File: src/rtl/bcd2binary_seq_if.sv
// Handshake/data bundle for the sequential BCD-to-binary converter.
// The master drives the request and the BCD word; the slave returns the result and status.
interface bcd2binary_seq_if #(
    parameter int unsigned DIGITS = 5,
    parameter int unsigned W      = 17
);
    logic                  START;
    logic [4*DIGITS-1:0]   BCD;
    logic [W-1:0]          BIN;
    logic                  BUSY;
    logic                  DONE;
    logic                  ERR;
    logic                  OVF;

    modport master (
        output START, BCD,
        input  BIN, BUSY, DONE, ERR, OVF
    );

    modport slave (
        input  START, BCD,
        output BIN, BUSY, DONE, ERR, OVF
    );
endinterface

File: src/rtl/bcd2binary_seq.sv
// Digit-serial BCD-to-binary converter, MSD first, one digit per clock.
// Build option BCD2BINARY_SAT_EN: saturate BIN to 2^W-1 on overflow instead of wrapping mod 2^W.
module bcd2binary_seq #(
    parameter int unsigned DIGITS = 5,
    parameter int unsigned W      = 17
) (
    input  logic               CLK,
    input  logic               R_N,
    bcd2binary_seq_if.slave    bus
);
    localparam int unsigned BCD_W = 4 * DIGITS;
    localparam int unsigned ACC_W = W + 4;
    localparam int unsigned CNT_W = $clog2(DIGITS + 1);
    localparam logic [ACC_W-1:0] ACC_MAX = {4'b0000, {W{1'b1}}};

    typedef enum logic {
        IDLE = 1'b0,
        RUN  = 1'b1
    } state_e;

    state_e             state_q, state_d;
    logic [BCD_W-1:0]   sr_q, sr_d;
    logic [ACC_W-1:0]   acc_q, acc_d;
    logic [CNT_W-1:0]   cnt_q, cnt_d;
    logic               err_q, err_d;
    logic               ovf_q, ovf_d;
    logic [W-1:0]       bin_q, bin_d;
    logic               busy_q, busy_d;
    logic               done_q, done_d;
    logic               err_out_q, err_out_d;
    logic               ovf_out_q, ovf_out_d;

    logic [3:0]         digit;
    logic [ACC_W-1:0]   acc_mac;
    logic               acc_over;
    logic [W-1:0]       result;

`ifndef BCD2BINARY_SAT_EN
    // Wrapping accumulator gives the true value mod 2^W independent of the clamp.
    logic [W-1:0]       mod_q, mod_d;
    logic [W-1:0]       mod_mac;
`endif

    always_comb begin
        state_d   = state_q;
        sr_d      = sr_q;
        acc_d     = acc_q;
        cnt_d     = cnt_q;
        err_d     = err_q;
        ovf_d     = ovf_q;
        bin_d     = bin_q;
        busy_d    = busy_q;
        done_d    = 1'b0;
        err_out_d = err_out_q;
        ovf_out_d = ovf_out_q;

        digit    = sr_q[BCD_W-1 -: 4];
        acc_mac  = acc_q * ACC_W'(10) + ACC_W'(digit);
        acc_over = (acc_mac > ACC_MAX);
`ifdef BCD2BINARY_SAT_EN
        result   = acc_over ? ACC_MAX[W-1:0] : acc_mac[W-1:0];
`else
        mod_d    = mod_q;
        mod_mac  = W'({4'b0000, mod_q} * ACC_W'(10) + ACC_W'(digit));
        result   = mod_mac;
`endif

        case (state_q)
            IDLE: begin
                if (bus.START) begin
                    state_d = RUN;
                    sr_d    = bus.BCD;
                    acc_d   = '0;
                    cnt_d   = CNT_W'(DIGITS);
                    err_d   = 1'b0;
                    ovf_d   = 1'b0;
                    busy_d  = 1'b1;
`ifndef BCD2BINARY_SAT_EN
                    mod_d   = '0;
`endif
                end
            end
            RUN: begin
                sr_d  = sr_q << 4;
                acc_d = acc_over ? ACC_MAX : acc_mac;
                cnt_d = cnt_q - CNT_W'(1);
                err_d = err_q | (digit > 4'd9);
                ovf_d = ovf_q | acc_over;
`ifndef BCD2BINARY_SAT_EN
                mod_d = mod_mac;
`endif
                // Last digit: publish result and status on this same edge.
                if (cnt_q == CNT_W'(1)) begin
                    state_d   = IDLE;
                    busy_d    = 1'b0;
                    done_d    = 1'b1;
                    bin_d     = result;
                    err_out_d = err_d;
                    ovf_out_d = ovf_d;
                end
            end
            default: state_d = IDLE;
        endcase
    end

    always_ff @(posedge CLK or negedge R_N) begin
        if (!R_N) begin
            state_q   <= IDLE;
            sr_q      <= '0;
            acc_q     <= '0;
            cnt_q     <= '0;
            err_q     <= 1'b0;
            ovf_q     <= 1'b0;
            bin_q     <= '0;
            busy_q    <= 1'b0;
            done_q    <= 1'b0;
            err_out_q <= 1'b0;
            ovf_out_q <= 1'b0;
`ifndef BCD2BINARY_SAT_EN
            mod_q     <= '0;
`endif
        end else begin
            state_q   <= state_d;
            sr_q      <= sr_d;
            acc_q     <= acc_d;
            cnt_q     <= cnt_d;
            err_q     <= err_d;
            ovf_q     <= ovf_d;
            bin_q     <= bin_d;
            busy_q    <= busy_d;
            done_q    <= done_d;
            err_out_q <= err_out_d;
            ovf_out_q <= ovf_out_d;
`ifndef BCD2BINARY_SAT_EN
            mod_q     <= mod_d;
`endif
        end
    end

    assign bus.BIN  = bin_q;
    assign bus.BUSY = busy_q;
    assign bus.DONE = done_q;
    assign bus.ERR  = err_out_q;
    assign bus.OVF  = ovf_out_q;

endmodule

File: src/flat_wrapper.sv
// flat-port wrapper written by rule: the top's interface ports become plain ports
module bcd2binary_seq_flat 
#(
    parameter int unsigned DIGITS = 5,
    parameter int unsigned W      = 17
)
  (CLK, R_N, bus_START, bus_BCD, bus_BIN, bus_BUSY, bus_DONE, bus_ERR, bus_OVF);
  bcd2binary_seq_if #(.DIGITS(DIGITS), .W(W)) bus_i ();
  input  logic CLK;
  input  logic R_N;
  input wire logic [$bits(bus_i.START)-1:0] bus_START;
  input wire logic [$bits(bus_i.BCD)-1:0] bus_BCD;
  output wire logic [$bits(bus_i.BIN)-1:0] bus_BIN;
  output wire logic [$bits(bus_i.BUSY)-1:0] bus_BUSY;
  output wire logic [$bits(bus_i.DONE)-1:0] bus_DONE;
  output wire logic [$bits(bus_i.ERR)-1:0] bus_ERR;
  output wire logic [$bits(bus_i.OVF)-1:0] bus_OVF;
  assign bus_i.START = bus_START;
  assign bus_i.BCD = bus_BCD;
  assign bus_BIN = bus_i.BIN;
  assign bus_BUSY = bus_i.BUSY;
  assign bus_DONE = bus_i.DONE;
  assign bus_ERR = bus_i.ERR;
  assign bus_OVF = bus_i.OVF;
  bcd2binary_seq #(.DIGITS(DIGITS), .W(W)) u_core (.CLK(CLK), .R_N(R_N), .bus(bus_i));
endmodule
File: config.mk
export PLATFORM = sky130hd
export DESIGN_NAME = bcd2binary_seq_flat
export DESIGN_NICKNAME = d
export VERILOG_FILES = /design/src/rtl/bcd2binary_seq_if.sv /design/src/rtl/bcd2binary_seq.sv /design/src/flat_wrapper.sv
export SDC_FILE = /design/constraint.sdc
export NUM_CORES = 1
export LEC_CHECK = 0
export CAP_MARGIN = 15
export CELL_PAD_IN_SITES_DETAIL_PLACEMENT = 0
export CELL_PAD_IN_SITES_GLOBAL_PLACEMENT = 1
export CORE_MARGIN = 4
export CORE_UTILIZATION = 40
export CTS_CLUSTER_SIZE = 20
export DETAILED_ROUTE_END_ITERATION = 16
export GPL_TIMING_DRIVEN = 0
export PLACE_DENSITY = 0.82
export SKIP_CTS_REPAIR_TIMING = 1
export SLEW_MARGIN = 0
export SYNTH_ARGS = -nofsm -noshare
export SYNTH_HDL_FRONTEND = slang
export SYNTH_SLANG_ARGS = --single-unit
File: constraint.sdc
create_clock -name CLK -period 5.8 [get_ports CLK]
set_clock_uncertainty 0.05 [all_clocks]
set_input_delay 1.45 -clock CLK [delete_from_list [all_inputs] [get_ports CLK]]
set_output_delay 1.45 -clock CLK [all_outputs]
set_load 0.05 [all_outputs]
==> summary.md <==
| Metric | Value |
|---|---|
| Status | `complete, no violations` |
| Routed len/inst | `16.3 um` |
| Slew of the pin with the lowest slew margin | `864 ps` |
| Clk slew on worst S/H paths | `60 ps` |
| Via count | `just over 5,000` |
| DRT antenna net count | `0` |
| Wl on met1 | `6970 um` |
| CTS tree | `yes` |
| Crit-path cells | `ha_1, ha_1, fa_1, nand3_1, nand2_1, o311ai_0, and3_1, nand4_1, a2111oi_0, a21oi_1, buf_2, a22o_1` |
| Syn-to-layout area delta | `16.0%` |
| Vias in the first global route | `around 5,000` |
| R2r worst-path depth | `12` |
| Slew HR | `a little over two fifths` |
| Post-synth cell types | `62` |
| Post-DP HPWL | `11,000 um` |
| RSZ-0062 raised after global routing | `no` |
| DIE AREA | `~17,000 sq um` |
| Routed wire length | `14,300 um` |
| Critical Path RT | `5970 ps` |
| CORE AREA | `14,600 sq um` |
| Mapped Cells | `approximately 640` |
| Grt total ovfl | `0` |
| CP Class | `reg2reg` |
| Leading cell type in the layout, fill and taps excluded | `nand2_1` |
| Number of inserted diodes | `0` |
| CP Buf/Inv Count | `1` |
| Fin nets | `784` |
| Drt pass-1 iters | `4` |
| Crit. End Element | `register` |
| Overall routing resource usage | `around 17%` |
| Initial antenna violation count | `0` |
| Max Slew Vio Count | `0` |
| Synthesized area | `5970 sq um` |
| RD Place Congestion | `0.854` |
| Sink Count | `83` |
| Fmax achieved | `232 MHz` |
| Largest net degree at the start of global routing | `61` |
| H-tree Lvls | `3` |
| Die Y | `130 um` |
| Asr flop ratio synth | `100%` |
| Crit-path leading delay family | `compound AO/OA/AOI/OAI gates` |
| Num rows | `44` |
| Max Root-Sink Buffers | `2` |
| Minimum clock period | `4310 ps` |
| Post-synthesis sequential area ratio | `34.8%` |
| Final worst path period share | `74.4%` |
| Max_cap viols | `0` |
| Syn. warnings | `0` |
| Metal2 WL | `6770 um` |
| FF+latch count, synth | `83` |
| CP max stage delay | `700 ps` |
| Prevailing post-synth register cell | `dfrtp_1` |
| Port bufs | `42` |
| Syn nets | `between 700 and 800` |
| Most frequent CP cell | `ha_1` |
| Most frequent cells in the layout | `nand2_1, dfrtp_1, ha_1, clkdlybuf4s50_1, o21ai_0` |
| TNS Setup | `0 ps` |
| Critical Path AT | `4490 ps` |
| Syn avg cell area | `around 9.4 sq um` |
| CP Launch Type | `register` |
| Die X | `130 um` |
| CTS root buf | `clkbuf_16` |
| Starting Density | `40.9%` |
| Max Fanout on Critical Path | `10` |
| Hold Vio Cnt, Final | `0` |
| DRC | `0` |
| Hold WC Path Type | `reg2reg` |
| Initial DRC Count | `220` |
| Post-DR vias/cell | `~5.7` |
| IO Count | `44` |
| Hold Crit Depth | `2` |
| Critical path depth in cells | `12` |
| Slowest CP cell | `a2111oi_0` |
| EDFF count, synth | `0` |
| TritonCTS buffer count | `9` |
| Setup violators final | `0` |
| Fillers | `approximately 1,400` |
| Share of layout cells above drive strength 1 | `under 10%` |
| First-pass GRT wire length | `24,000 um` |
| Met3 WL | `464 um` |
| DR top layer | `met4` |
| Later-pin clock latency in the skew report | `330 ps` |
-- through the flow --
| step | hold WS [ps] | utilization (%) | area (sq um) | setup WS, ps | instances |
|---|---|---|---|---|---|
| 2_1_floorplan | 402 | - | 5970 | 2120 | 637 |
| 3_3_place_gp | 409 | 45.4 | 6620 | 354 | 863 |
| 3_5_place_dp | 419 | 45.5 | 6640 | 1490 | 864 |
| 4_1_cts | 435 | 47.4 | 6920 | 1470 | 880 |
| 5_1_grt | 465 | 47.4 | 6920 | 1250 | 880 |
| 6_report | 427 | 47.4 | 6920 | 1490 | 880 |
-- cell type report --
cell class	count	area (sq um)	area share (%)
clock buffer	10	229	3.31
tap	184	230	3.33
multi-input combinational	506	3680	53.2
sequential	83	2080	30.0
buffer	28	131	1.90
timing repair buffer	43	445	6.44
inverter	20	75.1	1.08
clock inverter	6	48.8	0.705
-- per-layer routing --
layer  vias to the layer above  GRT usage [%]
li1                       2452              -
met1                      2468           24.5
met2                        94           27.9
met3                        18           2.62
met4                         0           3.73
met5                         -              0
-- final timing paths --
| path | from | to | slack [ps] |
|---|---|---|---|
| max | u_core.acc_q[1]$_DFFE_PN0P_ | u_core.acc_q[11]$_DFFE_PN0P_ | 1490 |
| min | u_core.bus.BIN[4]$_DFFE_PN0P_ | u_core.bus.BIN[4]$_DFFE_PN0P_ | 430 |
| max reg2reg | u_core.acc_q[1]$_DFFE_PN0P_ | u_core.acc_q[11]$_DFFE_PN0P_ | 1490 |
| min reg2reg | u_core.bus.BIN[4]$_DFFE_PN0P_ | u_core.bus.BIN[4]$_DFFE_PN0P_ | 430 |
| max in group asynchronous | R_N | u_core.acc_q[5]$_DFFE_PN0P_ | 4150 |
| min in group asynchronous | R_N | u_core.mod_q[11]$_DFFE_PN0P_ | 960 |
-- synth_stat cells (5+ instances only) --
cell type / n / area share [%]
or2_2: 5 / 0.52
nand2_1: 85 / 5.3
a211oi_1: 11 / 1.4
ha_1: 66 / 14
buf_2: 6 / 0.50
xnor2_1: 27 / 4.0
a21o_1: 13 / 1.6
inv_1: 18 / 1.1
o21ai_0: 40 / 3.4
nor2b_1: 5 / 0.52
a31oi_1: 6 / 0.63
mux2i_1: 22 / 3.7
nand3_1: 11 / 0.92
a22o_1: 22 / 3.2
nor4_1: 7 / 0.73
nor3_1: 8 / 0.67
or3_1: 8 / 0.84
nor2_1: 26 / 1.6
clkbuf_1: 18 / 1.1
and3_1: 11 / 1.2
xor2_1: 19 / 2.8
nand4_1: 6 / 0.63
dfrtp_1: 83 / 35
o21a_1: 6 / 0.75
a21oi_1: 33 / 2.8
a2111oi_0: 6 / 0.88
-- flip-flops by register name, indices dropped and copies added, names as in the netlist --
signal,count
u_core.acc_q,20
u_core.bus.BIN,17
u_core.bus.BUSY,1
u_core.bus.DONE,1
u_core.bus.ERR,1
u_core.bus.OVF,1
u_core.cnt_q,3
u_core.err_q,1
u_core.mod_q,16
u_core.ovf_q,1
u_core.sr_q,20
u_core.state_q,1
-- tightest hold or removal path: cells and delay by family (launching register included) --
kind,cells,cell delay (ps)
AND/OR/NAND/NOR,2,100
flip-flops,1,340
-- cells by family after synthesis --
group           share of synthesized area [%]
fa+ha+maj                                15.2
mux                                      3.88
flops                                    34.8
simple gates                             16.5
xor+xnor                                 6.75
compound gates                           19.4
buf+inv                                  3.46
Power is not shown: default switching activity piles up to over one toggle a cycle in this logic, so the estimate is an artifact.
